File: src/rtl/wb_stream_writer.sv
// Wishbone pipelined-mode burst writer.
// Buffers stream words in a small registered FIFO and writes them to consecutive
// word addresses of a Wishbone slave, keeping at most MAX_OUTST requests in flight.
// A burst ends with a one-cycle done pulse once every issued request is acknowledged.
module wb_stream_writer #(
   parameter int FIFO_DEPTH = 8,
   parameter int MAX_OUTST  = 4
) (
   input  logic        clk,
   input  logic        resetn,
   input  logic        i_start,
   input  logic [31:0] i_base_addr,
   input  logic [15:0] i_len,
   input  logic        i_abort,
   input  logic [31:0] s_data,
   input  logic        s_valid,
   output logic        s_ready,
   output logic        o_wb_cyc,
   output logic        o_wb_stb,
   output logic        o_wb_we,
   output logic [31:0] o_wb_addr,
   output logic [31:0] o_wb_data,
   input  logic        i_wb_ack,
   input  logic        i_wb_stall,
   output logic        o_busy,
   output logic        o_done,
   output logic [15:0] o_words_written
);

   localparam int PW = $clog2(FIFO_DEPTH);
   localparam logic [PW:0] FULL_CNT  = (PW + 1)'(FIFO_DEPTH);
   localparam logic [3:0]  OUTST_LIM = 4'(MAX_OUTST);

   typedef enum logic [1:0] {
      IDLE     = 2'd0,
      RUN      = 2'd1,
      WAIT_ACK = 2'd2
   } state_t;

   state_t        state;
   logic [31:0]   fifo_mem [FIFO_DEPTH];
   logic [PW-1:0] wr_ptr;
   logic [PW-1:0] rd_ptr;
   logic [PW:0]   fifo_cnt;
   logic [15:0]   len_q;
   logic [15:0]   rx_cnt;
   logic [15:0]   issued;
   logic [15:0]   acked;
   logic [31:0]   addr_q;
   logic [3:0]    outst;
   logic          done_q;

   logic          fifo_empty;
   logic          fifo_full;
   logic          push;
   logic          accept;
   logic          ack_ok;

   // Handshake and bus request decode; everything here depends only on registered state
   // so the request stays stable while the slave stalls.
   always_comb begin
      fifo_empty = (fifo_cnt == '0);
      fifo_full  = (fifo_cnt == FULL_CNT);
      s_ready    = (state == RUN) && !fifo_full && (rx_cnt < len_q);
      o_wb_cyc   = (state != IDLE);
      o_wb_stb   = (state == RUN) && !fifo_empty && (outst < OUTST_LIM);
      o_wb_we    = o_wb_stb;
      o_wb_addr  = o_wb_stb ? addr_q : 32'd0;
      o_wb_data  = o_wb_stb ? fifo_mem[rd_ptr] : 32'd0;
      push       = s_valid && s_ready;
      accept     = o_wb_stb && !i_wb_stall;
      ack_ok     = o_wb_cyc && i_wb_ack && (outst != 4'd0);
   end

   assign o_busy          = (state != IDLE);
   assign o_done          = done_q;
   assign o_words_written = acked;

   // FIFO storage: plain registered memory, a pushed word is readable from the next cycle.
   always_ff @(posedge clk) begin
      if (push) begin
         fifo_mem[wr_ptr] <= s_data;
      end
   end

   // Burst control FSM together with FIFO pointers, address and request/ack bookkeeping.
   always_ff @(posedge clk or negedge resetn) begin
      if (!resetn) begin
         state    <= IDLE;
         wr_ptr   <= '0;
         rd_ptr   <= '0;
         fifo_cnt <= '0;
         len_q    <= '0;
         rx_cnt   <= '0;
         issued   <= '0;
         acked    <= '0;
         addr_q   <= '0;
         outst    <= '0;
         done_q   <= 1'b0;
      end else begin
         done_q <= 1'b0;
         case (state)
            IDLE: begin
               if (i_start) begin
                  len_q    <= i_len;
                  addr_q   <= i_base_addr;
                  rx_cnt   <= '0;
                  issued   <= '0;
                  acked    <= '0;
                  outst    <= '0;
                  wr_ptr   <= '0;
                  rd_ptr   <= '0;
                  fifo_cnt <= '0;
                  if (i_len == 16'd0) begin
                     done_q <= 1'b1;
                  end else begin
                     state <= RUN;
                  end
               end
            end
            RUN, WAIT_ACK: begin
               if (i_abort) begin
                  state    <= IDLE;
                  wr_ptr   <= '0;
                  rd_ptr   <= '0;
                  fifo_cnt <= '0;
                  outst    <= '0;
                  if (ack_ok) begin
                     acked <= acked + 16'd1;
                  end
               end else begin
                  if (push) begin
                     wr_ptr <= wr_ptr + 1'b1;
                     rx_cnt <= rx_cnt + 16'd1;
                  end
                  if (accept) begin
                     rd_ptr <= rd_ptr + 1'b1;
                     addr_q <= addr_q + 32'd1;
                     issued <= issued + 16'd1;
                  end
                  case ({push, accept})
                     2'b10:   fifo_cnt <= fifo_cnt + 1'b1;
                     2'b01:   fifo_cnt <= fifo_cnt - 1'b1;
                     default: fifo_cnt <= fifo_cnt;
                  endcase
                  case ({accept, ack_ok})
                     2'b10:   outst <= outst + 4'd1;
                     2'b01:   outst <= outst - 4'd1;
                     default: outst <= outst;
                  endcase
                  if (ack_ok) begin
                     acked <= acked + 16'd1;
                  end
                  if (state == RUN && accept && (issued + 16'd1 == len_q)) begin
                     state <= WAIT_ACK;
                  end
                  if (state == WAIT_ACK && ack_ok && (acked + 16'd1 == len_q)) begin
                     state  <= IDLE;
                     done_q <= 1'b1;
                  end
               end
            end
            default: begin
               state <= IDLE;
            end
         endcase
      end
   end

endmodule

File: config.mk
export PLATFORM = sky130hd
export DESIGN_NAME = wb_stream_writer
export DESIGN_NICKNAME = d
export VERILOG_FILES = /design/src/rtl/wb_stream_writer.sv
export SDC_FILE = /design/constraint.sdc
export NUM_CORES = 1
export LEC_CHECK = 0
export CAP_MARGIN = 40
export CORE_ASPECT_RATIO = 0.7
export CORE_UTILIZATION = 35
export CTS_BUF_LIST = sky130_fd_sc_hd__clkbuf_2
export CTS_CLUSTER_SIZE = 28
export DETAILED_ROUTE_END_ITERATION = 10
export GPL_ROUTABILITY_DRIVEN = 0
export SETUP_SLACK_MARGIN = 0.15
export SLEW_MARGIN = 20
export SYNTH_ARGS = -nofsm -noshare
export SYNTH_HDL_FRONTEND = slang
export SYNTH_SLANG_ARGS = --single-unit
File: constraint.sdc
create_clock -name clk -period 5.4 [get_ports clk]
set_clock_uncertainty 0.15 [all_clocks]
set_input_delay 1.35 -clock clk [delete_from_list [all_inputs] [get_ports clk]]
set_output_delay 1.35 -clock clk [all_outputs]
set_load 0.005 [all_outputs]
**Yosys cells after proc, flatten, opt, wreduce, memory -nomap -nowiden**

Memories as Yosys holds them, arrays and structs flattened.
Index checks and enable logic that the tools add are counted.

- Memory bits (read-only): 0
- Register bits: 113
- Word-level logic and storage cells: 117
- Bits in latches: 0
- Memories kept: 1
- Bits in writable memories: 256

Memory list:

| name | depth | width | read ports | clocked after memory_dff | wr ports | RTL line | source |
|---|---|---|---|---|---|---|---|
| fifo_mem | 8 | 32 | 1 | 0 | 1 | 41 | `logic [31:0] fifo_mem [FIFO_DEPTH];` |

- Add/subtract/negate cells: 10
- Shift-type cells: 0
- Order comparisons: 2
- Mux-type cells: 42
- $mul: 0
- Bitwise gates (word level): 0
- Equal/unequal tests: 20
- Reductions and logical operators: 31
- Div/mod/pow operators: 0

Operators with widths:

| operator | count |
|---|---|
| $mux 32 | 5 |
| $mux 16 | 6 |
| $pmux 16 s2 | 3 |
| $pmux 32 s2 | 1 |
| $add 16x1->16 const B | 3 |
| $add 32x1->32 const B | 1 |
| $eq 16x16->1 | 2 |
| $pmux 4 s2 | 4 |
| $reduce_and 3->1 | 6 |
| $logic_not 16->1 | 1 |
| $lt 16x16->1 | 1 |
| $mux 3 | 5 |
| $logic_and 1x1->1 | 12 |
| $mux 4 | 3 |
| $ne 2x2->1 const B | 6 |
| $pmux 3 s2 | 2 |
| $mux 2 | 5 |
| $add 4x1->4 const B | 2 |
| $ne 4x2->1 const B | 2 |
| $reduce_and 4->1 | 2 |
| $sub 4x1->4 const B | 2 |
| $add 3x1->3 const B | 2 |
| $eq 2x1->1 const B | 3 |
| $eq 2x2->1 const B | 3 |
| other kinds (14) | 23 |

**Logic depth before layout (Yosys ltp)**

Gate-level depths: netlist of the first run.

- Depth in word-level cells: 11
- Gate-level depth with buffers: 15
- Depth with buffers taken out: 14

**Least setup slack after synthesis of the first run**

No wires, ideal clock.

- Path type: input-to-reg
- Start: in s_valid
- End: mem fifo_mem[2][0] (enable)
- Library setup time: 513 ps
- Required time: 4737 ps
- Setup slack: -493 ps
- Arrival time: 5230 ps
- Stages: 4
- Buffers on the path: 1
- Path through: inv_1 -> a211o_1 -> clkbuf_1 -> nor4b_1

- Word-level cells in the longest chain between the ends: 3

Ends and longest elaborated chain:

| item | RTL line | source |
|---|---|---|
| from (decl) | 16 | `input logic s_valid,` |
| $logic_and 1x1->1 | 70 | `push = s_valid && s_ready;` |
| $mux 1 | 81 | `if (push) begin` |
| $mux 1 (not written as such) | 82 | `fifo_mem[wr_ptr] <= s_data;` |
| to (decl) | 41 |  |

No other way between the ends.

**Final worst setup path of the first run**

- Start: reg len_q[9]
- End: out s_ready

- Word-level cells in the longest chain between the ends: 2

Ends and longest elaborated chain:

| item | RTL line | source |
|---|---|---|
| from (decl) | 45 | `logic [15:0] len_q;` |
| from (signal assigned) | 105 | `len_q <= i_len;` |
| $lt 16x16->1 | 64 | `s_ready = (state == RUN) && !fifo_full && (rx_cnt < len_q);` |
| $logic_and 1x1->1 | 64 |  |
| to (decl) | 17 | `output logic s_ready,` |

No other way between the ends.

==> results.py, run 1 <==
metrics = {
    "status": {
        "status": "finished clean",
    },
    "synthesis": {
        "synth.top_cells.by_area": "sky130_fd_sc_hd__edfxtp_1, sky130_fd_sc_hd__dfrtp_1, sky130_fd_sc_hd__mux4_2",
        "synth_async_sr_flop_share_pct": 30.6,
        "synth-seq-cells": 369,
        "syn_area_per_cell_um2": 13.3,
        "synth_fp_nets": 1428,
        "edff_count_synth": 256,
        "synth-main-ff-cell": "sky130_fd_sc_hd__edfxtp_1",
        "ys.warnings.count": 0,
        "syn_area_mm2": 0.0174,
        "netlist_instances": 1307,
        "post-synth-top-area-fraction_pct": 44.3,
        "synth_seq_area_share_pct": 60.5,
        "netlist_cell_types": 71,
        "synth_area_leader_cell": "sky130_fd_sc_hd__edfxtp_1",
    },
    "clock_tree": {
        "cts_buffers": 89,
        "clk-insertion-delay-late_ps": 1090,
        "cts_buffer_depth": 3,
        "clkSinkCount": 369,
        "cts_tree": "yes",
        "root_buffer": "sky130_fd_sc_hd__clkbuf_2",
        "ctsHtreeMaxLevel": 3,
        "cts.reportedPaths.clkPinSlew_ps": 90,
    },
    "sta": {
        "tightest_slew_ps": 867,
        "final_hold_viol_count": 0,
        "part_of_the_cycle_the_worst_path_needs_pct": 92.4,
        "layout_min_cycle_time_ps": 4990,
        "finalSetupTns_ps": 0,
        "highest_attainable_clock_frequency_mhz": 200,
        "setup-violations-final": 0,
        "hold-worst-slack_ps": 377,
        "worst_slew_margin_rel_pct": 42.2,
        "setup_repair_after_global_routing_missed_its_margin": "yes",
        "slew_violations": 0,
    },
    "power_and_ir_drop": {
        "power.density_cell_area_mw_per_mm2": 388,
        "p_leak_nw": 7.44,
        "design_power_total_mw": 8.08,
        "max-vdd-ir-drop_mv": 0.142,
    },
    "setup_path": {
        "worst_r2r_startpoint": "len_q[5]",
        "critical_path.max_fanout": 4,
        "crit-reg2reg-capture": "fifo_cnt[3]",
        "worst_ep_arrival_time_ps": 3490,
        "critical_path_class": "flip-flop to output pin",
        "timing.critical_path.from": "len_q[9]",
        "cp_most_frequent_cell": "sky130_fd_sc_hd__a21o_1",
        "setup.worst_path.end_class": "output pin",
        "worstRegToRegCells": 14,
        "critical_path.slowest_cell": "sky130_fd_sc_hd__clkdlybuf4s50_1",
        "chain_of_cells_forming_the_critical_path": "inv_1 > ha_1 > a21o_1 > a21o_1 > a21oi_1 > o21ai_0 > a21oi_4 > clkdlybuf4s50_1",
        "ff2ff_setup_slack_ps": 1510,
        "worstSetupStartpointType": "flip-flop",
        "max_stage_delay_ps": 540,
        "critical_path.endpoint": "s_ready",
        "critical_path_required_ps": 3900,
    },
    "floorplanning": {
        "initial_core_utilization_pct": 35.9,
        "design.die.area_mm2": 0.0505,
        "die_width_um": 268,
        "die_height_um": 188,
        "ios": 173,
        "rows": 67,
        "design.core.area_mm2": 0.0484,
    },
    "detailed_routing": {
        "detail_route.drc_violations": 0,
        "avgRoutedWirePerCell_um": 19.4,
        "antenna_left": 0,
        "drt_first_pass_iters": 7,
        "initialDrtViolationCount": 808,
        "via_count": 11600,
        "route.final.wire_length_um": 43600,
        "vias_per_cell": 5.16,
    },
    "grt": {
        "grt_first_pass_wirelength_um": 68000,
        "global_route.usage.total_pct": 17.6,
        "grt_max_degree": 66,
        "vias_in_the_first_global_route": 11800,
        "gr-total-overflow": 0,
        "antenna_found_initial": 5,
    },
    "final_layout": {
        "finalInstanceArea_mm2": 0.0208,
        "area_delta_synth_final_pct": 19.9,
        "fillCellCount": 4477,
        "drive_above_1_share_pct": 17.7,
        "final_core_util_pct": 43.0,
        "design.final.nets": 1651,
    },
    "flow_run": {
        "cap_violations": 0,
    },
    "place": {
        "half_perimeter_wire_length_of_the_detailed_placement_result_um": 26800,
        "placement.cell_area_mm2": 0.0199,
        "port_buffers": 172,
    },
    "min_path": {
        "worstHoldPathType": "flip-flop to flip-flop",
    },
}
metal layers:
metal,up-vias,wire length (µm),track usage (%)
li1,5504,-,-
met1,5789,20400,24.5
met2,288,20100,26.9
met3,58,2550,5.03
met4,2,631,4.68
met5,-,13,0
placed cells by master, fill, tap and decap left out, types with 5 or more instances in the layout:
master | Yosys | final
sky130_fd_sc_hd__buf_4 | 5 | 23
sky130_fd_sc_hd__xor2_1 | 17 | 17
sky130_fd_sc_hd__ha_1 | 32 | 31
sky130_fd_sc_hd__nor2_1 | 63 | 62
sky130_fd_sc_hd__mux2i_1 | 39 | 39
sky130_fd_sc_hd__inv_1 | 43 | 43
sky130_fd_sc_hd__clkinv_1 | 0 | 12
sky130_fd_sc_hd__clkdlybuf4s50_1 | 0 | 171
sky130_fd_sc_hd__nor4_1 | 10 | 9
sky130_fd_sc_hd__nand2b_1 | 5 | 5
sky130_fd_sc_hd__o31ai_1 | 12 | 12
sky130_fd_sc_hd__o22ai_1 | 33 | 33
sky130_fd_sc_hd__and3_1 | 26 | 26
sky130_fd_sc_hd__nor3_1 | 29 | 27
sky130_fd_sc_hd__clkbuf_2 | 1 | 129
sky130_fd_sc_hd__nand3_1 | 55 | 55
sky130_fd_sc_hd__a31oi_1 | 7 | 6
sky130_fd_sc_hd__a21oi_1 | 73 | 73
sky130_fd_sc_hd__a22o_1 | 7 | 7
sky130_fd_sc_hd__o21ai_0 | 67 | 67
sky130_fd_sc_hd__mux4_2 | 64 | 64
sky130_fd_sc_hd__diode_2 | 0 | 8
sky130_fd_sc_hd__and4_1 | 6 | 6
sky130_fd_sc_hd__nand4_1 | 17 | 17
sky130_fd_sc_hd__edfxtp_1 | 256 | 256
sky130_fd_sc_hd__or4_1 | 7 | 7
sky130_fd_sc_hd__a21o_1 | 13 | 13
sky130_fd_sc_hd__o211ai_1 | 5 | 5
sky130_fd_sc_hd__or3_1 | 15 | 15
sky130_fd_sc_hd__nand2_1 | 81 | 81
sky130_fd_sc_hd__xnor2_1 | 36 | 36
sky130_fd_sc_hd__dfrtp_1 | 113 | 110
sky130_fd_sc_hd__mux2_2 | 18 | 18
sky130_fd_sc_hd__and2_1 | 32 | 31
where the power goes:
group / leakage [nW] / total [mW] / internal (mW) / switching (mW)
Clock: 0.610 / 1.86 / 0.701 / 1.16
Sequential: 3.76 / 3.89 / 3.39 / 0.492
Combinational: 3.07 / 2.34 / 1.06 / 1.28
Total: 7.44 / 8.08 / 5.15 / 2.93
sequential cells by signal, summed over array words and instances, names as in the netlist:
register	count
fifo_cnt	4
fifo_mem	256
rd_ptr	3
wr_ptr	3
issued	16
addr_q	32
outst	4
rx_cnt	16
state	2
o_words_written	16
len_q	16
o_done	1
worst min path at each step:
stage / from / end / slack (ps) / cells after the start
final: fifo_cnt[2] / fifo_cnt[2] / 380 / 2
after global routing: resetn / o_words_written[7] / 320 / 2
after CTS: resetn / issued[12] / 50 / 1
after detailed placement: fifo_cnt[2] / fifo_cnt[2] / 360 / 2
after global placement: fifo_cnt[2] / fifo_cnt[2] / 350 / 2
after floorplan: fifo_cnt[2] / fifo_cnt[2] / 320 / 2
cell families (layout without fill, tap and decap cells):
family | after synthesis | after routing | share of synthesized area (%)
flip-flops | 369 | 369 | 60.5
multiplexers | 122 | 122 | 11.8
AO/OA/AOI/OAI | 244 | 244 | 8.46
XOR/XNOR | 53 | 53 | 2.67
adder cells (fa/ha/maj) | 34 | 34 | 2.54
buffers and inverters | 113 | 397 | 2.66
other | 0 | 8 | 0
AND/OR/NAND/NOR | 372 | 372 | 11.4
synthesized netlist by cell type, drive strengths merged, types with 10 or more instances:
cell and n:
nor3 29, edfxtp 256, and3 28, dfrtp 113
nor4 10, nand2 81, ha 32, mux2i 39
o22ai 33, and2 32, nand3 56, xnor2 36
a21o 13, o31ai 12, o21ai 68, nand4 19
mux4 64, clkbuf 45, mux2 19, inv 43
buf 25, a21oi 74, nor2 64, xor2 17
or3 15
stage by stage:
| step | setup slack, ps | instances |
|---|---|---|
| after detailed placement | 1070 | 2088 |
| final | 412 | 2254 |
| after floorplan | 539 | 1307 |
| after CTS | 157 | 2241 |
| after global placement | 1150 | 2088 |
| after global routing | 109 | 2253 |
repair_timing:
action / in CTS / in global routing
hold buffers: 0 / 1
resized for setup: 1 / 1
hold endpoints to repair: 0 / 8
endpoints found under the setup margin: 8 / 6
setup buffers: 1 / 1
layout make-up:
class	instances	area, µm²	area share (%)
clock inverter	23	156	0.751
clock buffer	129	646	3.10
multi-input combinational	825	6480	31.1
inverter	43	161	0.775
timing repair buffer	202	2020	9.68
antenna	8	20.0	0.0961
sequential	369	10500	50.5
tap	655	820	3.94
worst max-delay path, delay by kind of cell, from the launching register on:
| family | cells | cell delay (ps) |
|---|---|---|
| buffers and inverters | 2 | 610 |
| AOI/OAI and AO/OA | 5 | 1040 |
| DFF | 1 | 460 |
| adders and majority gates | 1 | 310 |
Note: power is estimated with default switching activity, not from simulation.
==> run 2, diff against run 1 <==
--- a/config.mk
+++ b/config.mk
@@ -12,6 +12,7 @@
 export CTS_CLUSTER_SIZE = 28
 export DETAILED_ROUTE_END_ITERATION = 10
 export GPL_ROUTABILITY_DRIVEN = 0
+export HOLD_SLACK_MARGIN = 0.06
 export SETUP_SLACK_MARGIN = 0.15
 export SLEW_MARGIN = 20
 export SYNTH_ARGS = -nofsm -noshare
==> run 2 against run 1 <==
Compared with the run above:
- register-to-register slack barely moved
- sequential power barely moved
- final area barely moved
- critical path type unchanged
- die area did not move
- fmax fell by 0.34%
- sequential share of layout area barely moved
- core utilization barely moved
- setup slack got worse by 17 ps
- clock-buffer cell count did not move
- clock power barely moved
- non-clock buffer count did not move
==> results.py, run 2 (synthesis results as in run 1) <==
metrics = {
    "detailed_routing": {
        "route.final.wire_length_um": 43700,
        "vias_per_cell": 5.17,
        "antenna_left": 0,
        "avgRoutedWirePerCell_um": 19.4,
        "drt_first_pass_iters": 5,
        "detail_route.drc_violations": 0,
        "via_count": 11600,
        "initialDrtViolationCount": 901,
    },
    "final_layout": {
        "final_core_util_pct": 43.0,
        "drive_above_1_share_pct": 17.7,
        "largest_register_ff_count": 256,
        "area_delta_synth_final_pct": 19.9,
        "area.sequential_mm2": 0.0105,
        "multiInputGateArea_mm2": 0.00648,
        "fillCellCount": 4482,
        "largest_regs": "fifo_mem x256, addr_q x32",
        "layout.cells.most_common_list": "sky130_fd_sc_hd__edfxtp_1, sky130_fd_sc_hd__clkdlybuf4s50_1, sky130_fd_sc_hd__clkbuf_2",
        "layout.cells.most_common": "sky130_fd_sc_hd__edfxtp_1",
        "registers.top_by_ff_count": "fifo_mem",
        "design.final.nets": 1651,
    },
    "clock_tree": {
        "ctsHtreeMaxLevel": 3,
        "clkSinkCount": 369,
        "clk-insertion-delay-late_ps": 1080,
        "cts_buffer_depth": 3,
        "cts_tree": "yes",
        "cts_buffers": 89,
        "cts.reportedPaths.clkPinSlew_ps": 100,
        "root_buffer": "sky130_fd_sc_hd__clkbuf_2",
    },
    "floorplanning": {
        "design.die.area_mm2": 0.0505,
        "die_height_um": 188,
        "die_width_um": 268,
        "design.core.area_mm2": 0.0484,
        "rows": 67,
        "ios": 173,
        "initial_core_utilization_pct": 35.9,
    },
    "setup_path": {
        "timing.critical_path.from": "len_q[5]",
        "crit-reg2reg-capture": "fifo_cnt[3]",
        "critical_path_required_ps": 3900,
        "chain_of_cells_forming_the_critical_path": "inv_1 > ha_1 > a21o_1 > a21o_1 > a21oi_1 > a211oi_1 > a21oi_4 > clkdlybuf4s50_1",
        "worstSetupStartpointType": "flip-flop",
        "worst_ep_arrival_time_ps": 3510,
        "critical_path.max_fanout": 4,
        "cp_most_frequent_cell": "sky130_fd_sc_hd__a21o_1",
        "ff2ff_setup_slack_ps": 1500,
        "worstPathBufferInverterCount": 2,
        "worst_r2r_startpoint": "len_q[5]",
        "critical_path_class": "flip-flop to output pin",
        "worstRegToRegCells": 14,
        "cp_top_family": "compound AO/OA/AOI/OAI gates",
        "setup.worst_path.end_class": "output pin",
        "critical_path.slowest_cell": "sky130_fd_sc_hd__clkdlybuf4s50_1",
        "max_stage_delay_ps": 540,
    },
    "flow_run": {
        "cap_violations": 0,
    },
    "power_and_ir_drop": {
        "design_power_total_mw": 8.09,
        "power.density_cell_area_mw_per_mm2": 388,
        "max-vdd-ir-drop_mv": 0.142,
        "p_leak_nw": 7.44,
    },
    "sta": {
        "part_of_the_cycle_the_worst_path_needs_pct": 92.7,
        "tightest_slew_ps": 865,
        "setup_repair_after_global_routing_missed_its_margin": "yes",
        "slew_violations": 0,
        "highest_attainable_clock_frequency_mhz": 200,
        "finalSetupTns_ps": 0,
        "hold-worst-slack_ps": 377,
        "worst_slew_margin_rel_pct": 42.4,
        "setup-violations-final": 0,
        "final_hold_viol_count": 0,
        "layout_min_cycle_time_ps": 5010,
    },
    "place": {
        "half_perimeter_wire_length_of_the_detailed_placement_result_um": 26800,
        "port_buffers": 172,
    },
    "grt": {
        "antenna_found_initial": 5,
        "gr-total-overflow": 0,
        "vias_in_the_first_global_route": 11800,
        "grt_max_degree": 66,
        "global_route.usage.total_pct": 17.6,
        "grt_first_pass_wirelength_um": 68000,
    },
    "min_path": {
        "worstHoldPathType": "flip-flop to flip-flop",
        "worst_hold_path.endpoint": "fifo_cnt[2]",
        "hold_path_startpoint": "fifo_cnt[2]",
        "hold-path-cell-count": 2,
    },
    "status": {
        "status": "finished clean",
    },
}
run 2: power breakdown:
part | internal, mW | switching (mW)
combinational | 1.06 | 1.28
sequential | 3.39 | 0.495
clock | 0.701 | 1.16
run 2: how the worst max path moves through the flow:
stage / slack, ps / depth (start not counted) / endpoint
final: 390 / 8 / s_ready
after global routing: 110 / 8 / s_ready
after CTS: 160 / 5 / o_wb_data[13]
after detailed placement: 1070 / 8 / o_words_written[14]
after global placement: 1150 / 8 / o_words_written[14]
after floorplan: 540 / 9 / fifo_mem[3][0]
run 2: what timing repair did:
item | CTS | global route
gates resized for setup | 1 | 1
hold buffers | 1 | 0
cloned | 0 | 0
setup endpoints to repair | 8 | 6
endpoints found under the hold margin | 4 | 0
setup buffers | 1 | 1
run 2: layout make-up:
cell class / count / area share (%)
Antenna cell: 7 / 0.0841
Clock buffer: 129 / 3.10
Clock inverter: 23 / 0.751
Inverter: 43 / 0.775
Multi-Input combinational cell: 825 / 31.1
Sequential cell: 369 / 50.5
Tap cell: 655 / 3.94
Timing Repair Buffer: 202 / 9.68
run 2: tightest hold or removal path, stage by stage (launching register included):
cell and delay [ps]:
sky130_fd_sc_hd__dfrtp_1 370, sky130_fd_sc_hd__nand2_1 60, sky130_fd_sc_hd__o31ai_1 60
run 2: layer usage:
metal / vias up / routed length [µm] / GRT usage, %
li1: 5499 / - / -
met1: 5791 / 20400 / 24.5
met2: 293 / 20000 / 26.9
met3: 61 / 2690 / 5.06
met4: 2 / 673 / 4.66
met5: - / 14 / 0
run 2: metrics by stage:
step	setup slack [ps]	std cells	instance area [µm²]
after floorplan	539	1307	17400
after global placement	1150	2088	19900
after detailed placement	1070	2088	19900
after CTS	157	2242	20700
after global routing	108	2252	20800
final	395	2253	20800
==> run 3, diff against run 2 <==
--- a/config.mk
+++ b/config.mk
@@ -5,6 +5,7 @@
 export SDC_FILE = /design/constraint.sdc
 export NUM_CORES = 1
 export LEC_CHECK = 0
+export ABC_CLOCK_PERIOD_IN_PS = 5400
 export CAP_MARGIN = 40
 export CORE_ASPECT_RATIO = 0.7
 export CORE_UTILIZATION = 35
@@ -13,6 +14,7 @@
 export DETAILED_ROUTE_END_ITERATION = 10
 export GPL_ROUTABILITY_DRIVEN = 0
 export HOLD_SLACK_MARGIN = 0.06
+export MAX_ROUTING_LAYER = met4
 export SETUP_SLACK_MARGIN = 0.15
 export SLEW_MARGIN = 20
 export SYNTH_ARGS = -nofsm -noshare
==> run 3 against run 2 <==
Compared with the run above:
- sequential power about the same
- die area is the same
- critical path depth is the same
- clock power hardly changed
- clock-buffer cell count unchanged
- wire length decreased by 0.17%
- worst hold slack improved by 1.9 ps
- critical path type unchanged
- largest power group unchanged
==> results.py, run 3 (synthesis results as in run 1) <==
metrics = {
    "status": {
        "status": "finished clean",
    },
    "floorplanning": {
        "rows": 67,
        "initial_core_utilization_pct": 35.9,
        "design.core.area_mm2": 0.0484,
        "design.die.area_mm2": 0.0505,
        "ios": 173,
        "die_width_um": 268,
        "die_height_um": 188,
    },
    "grt": {
        "grt_most_used_layer": "met2",
        "grt_util_met1_pct": 24.5,
        "vias_in_the_first_global_route": 11800,
        "gr-total-overflow": 0,
        "grt_first_pass_wirelength_um": 68100,
        "grtUsageMet2_pct": 26.9,
        "grt_max_degree": 66,
        "global_route.usage.total_pct": 18.2,
        "antenna_found_initial": 5,
        "global_route.usage.met3_pct": 5.08,
    },
    "final_layout": {
        "final_core_util_pct": 43.1,
        "design.final.nets": 1651,
        "fillCellCount": 4483,
        "layout.cells.most_common": "sky130_fd_sc_hd__edfxtp_1",
        "area_delta_synth_final_pct": 19.9,
        "drive_above_1_share_pct": 17.7,
        "largest_regs": "fifo_mem x256, addr_q x32",
        "registers.top_by_ff_count": "fifo_mem",
        "area.sequential_mm2": 0.0105,
        "layout.cells.most_common_list": "sky130_fd_sc_hd__edfxtp_1, sky130_fd_sc_hd__clkdlybuf4s50_1, sky130_fd_sc_hd__clkbuf_2",
        "multiInputGateArea_mm2": 0.00648,
        "largest_register_ff_count": 256,
    },
    "sta": {
        "setup_repair_after_global_routing_missed_its_margin": "yes",
        "highest_attainable_clock_frequency_mhz": 200,
        "finalSetupTns_ps": 0,
        "final_hold_viol_count": 0,
        "layout_min_cycle_time_ps": 5000,
        "tightest_slew_ps": 862,
        "worst_slew_margin_rel_pct": 42.6,
        "part_of_the_cycle_the_worst_path_needs_pct": 92.6,
        "slew_violations": 0,
        "setup-violations-final": 0,
    },
    "clock_tree": {
        "cts_tree": "yes",
        "cts.reportedPaths.clkPinSlew_ps": 90,
        "ctsHtreeMaxLevel": 3,
        "cts_buffers": 89,
        "cts_buffer_depth": 3,
        "root_buffer": "sky130_fd_sc_hd__clkbuf_2",
        "clk-insertion-delay-late_ps": 1090,
        "clkSinkCount": 369,
    },
    "detailed_routing": {
        "route.final.wire_length_um": 43600,
        "detail_route.drc_violations": 0,
        "via_count": 11700,
        "avgRoutedWirePerCell_um": 19.3,
        "antenna_left": 0,
        "vias_per_cell": 5.17,
        "initialDrtViolationCount": 901,
        "drt_first_pass_iters": 5,
    },
    "setup_path": {
        "critical_path_class": "flip-flop to output pin",
        "critical_path_required_ps": 3900,
        "worstSetupStartpointType": "flip-flop",
        "critical_path.max_fanout": 4,
        "worst_ep_arrival_time_ps": 3500,
        "setup.worst_path.end_class": "output pin",
    },
    "power_and_ir_drop": {
        "max-vdd-ir-drop_mv": 0.142,
        "p_leak_nw": 7.44,
        "power.density_cell_area_mw_per_mm2": 388,
    },
    "place": {
        "port_buffers": 172,
        "half_perimeter_wire_length_of_the_detailed_placement_result_um": 26800,
    },
    "flow_run": {
        "cap_violations": 0,
    },
    "min_path": {
        "worstHoldPathType": "flip-flop to flip-flop",
    },
}
==> run 3: changes by cell type in the layout (fill, tap and decap cells not counted) <==
| cell | before | now |
|---|---|---|
| sky130_fd_sc_hd__diode_2 | 7 | 9 |
==> run 3: area by class of cell <==
cell class	instances	share of cell area, %
Inverter	43	0.775
Multi-Input combinational cell	825	31.1
Tap cell	655	3.94
Timing Repair Buffer	202	9.68
Clock buffer	129	3.10
Clock inverter	23	0.751
Sequential cell	369	50.5
Antenna cell	9	0.108
==> run 3: worst max-delay path, cell delays in order, from the launching register on <==
cell and delay (ps):
sky130_fd_sc_hd__dfrtp_1 460, sky130_fd_sc_hd__inv_1 70, sky130_fd_sc_hd__ha_1 310, sky130_fd_sc_hd__a21o_1 180, sky130_fd_sc_hd__a21o_1 160, sky130_fd_sc_hd__a21oi_1 240, sky130_fd_sc_hd__o21ai_0 220, sky130_fd_sc_hd__a21oi_4 250
sky130_fd_sc_hd__clkdlybuf4s50_1 540
==> run 3: path summary, 6_finish.rpt <==
path | from | to | slack, ps | cells after the start
setup / recovery | len_q[9] | s_ready | 400 | 8
hold / removal | fifo_cnt[2] | fifo_cnt[2] | 380 | 2
setup reg to reg | len_q[5] | fifo_cnt[3] | 1490 | 14
hold reg to reg | fifo_cnt[2] | fifo_cnt[2] | 380 | 2
max in group asynchronous | resetn | addr_q[19] | 3540 | 4
min in group asynchronous | resetn | o_words_written[13] | 490 | 2
==> run 3: timing repair <==
| action | CTS | global route |
|---|---|---|
| resized for setup | 1 | 1 |
| setup buffers | 1 | 1 |
| endpoints found under the hold margin | 4 | 0 |
| setup endpoints to repair | 8 | 6 |
| hold buffers | 1 | 0 |
==> run 3: stage by stage <==
stage | worst slack (ps) | std cells | total power, mW | hold slack, ps | cell area [µm²]
floorplan | 539 | 1307 | 5.38 | 318 | 17400
global placement | 1150 | 2088 | 6.21 | 347 | 19900
detailed placement | 1070 | 2088 | 6.27 | 359 | 19900
CTS | 157 | 2242 | 8.17 | 379 | 20700
global route | 108 | 2255 | 8.65 | 311 | 20800
finish | 400 | 2255 | 8.08 | 379 | 20800
==> run 3: power by group <==
group / internal [mW] / switching [mW] / leakage, nW / total [mW]
combinational: 1.06 / 1.28 / 3.07 / 2.34
sequential: 3.39 / 0.493 / 3.76 / 3.89
clock: 0.701 / 1.16 / 0.610 / 1.86
==> run 3: layer usage <==
layer,share of wire (%),vias to the layer above
met5,0,-
li1,-,5506
met3,6.1,58
met4,1.5,0
met2,46,314
met1,47,5785
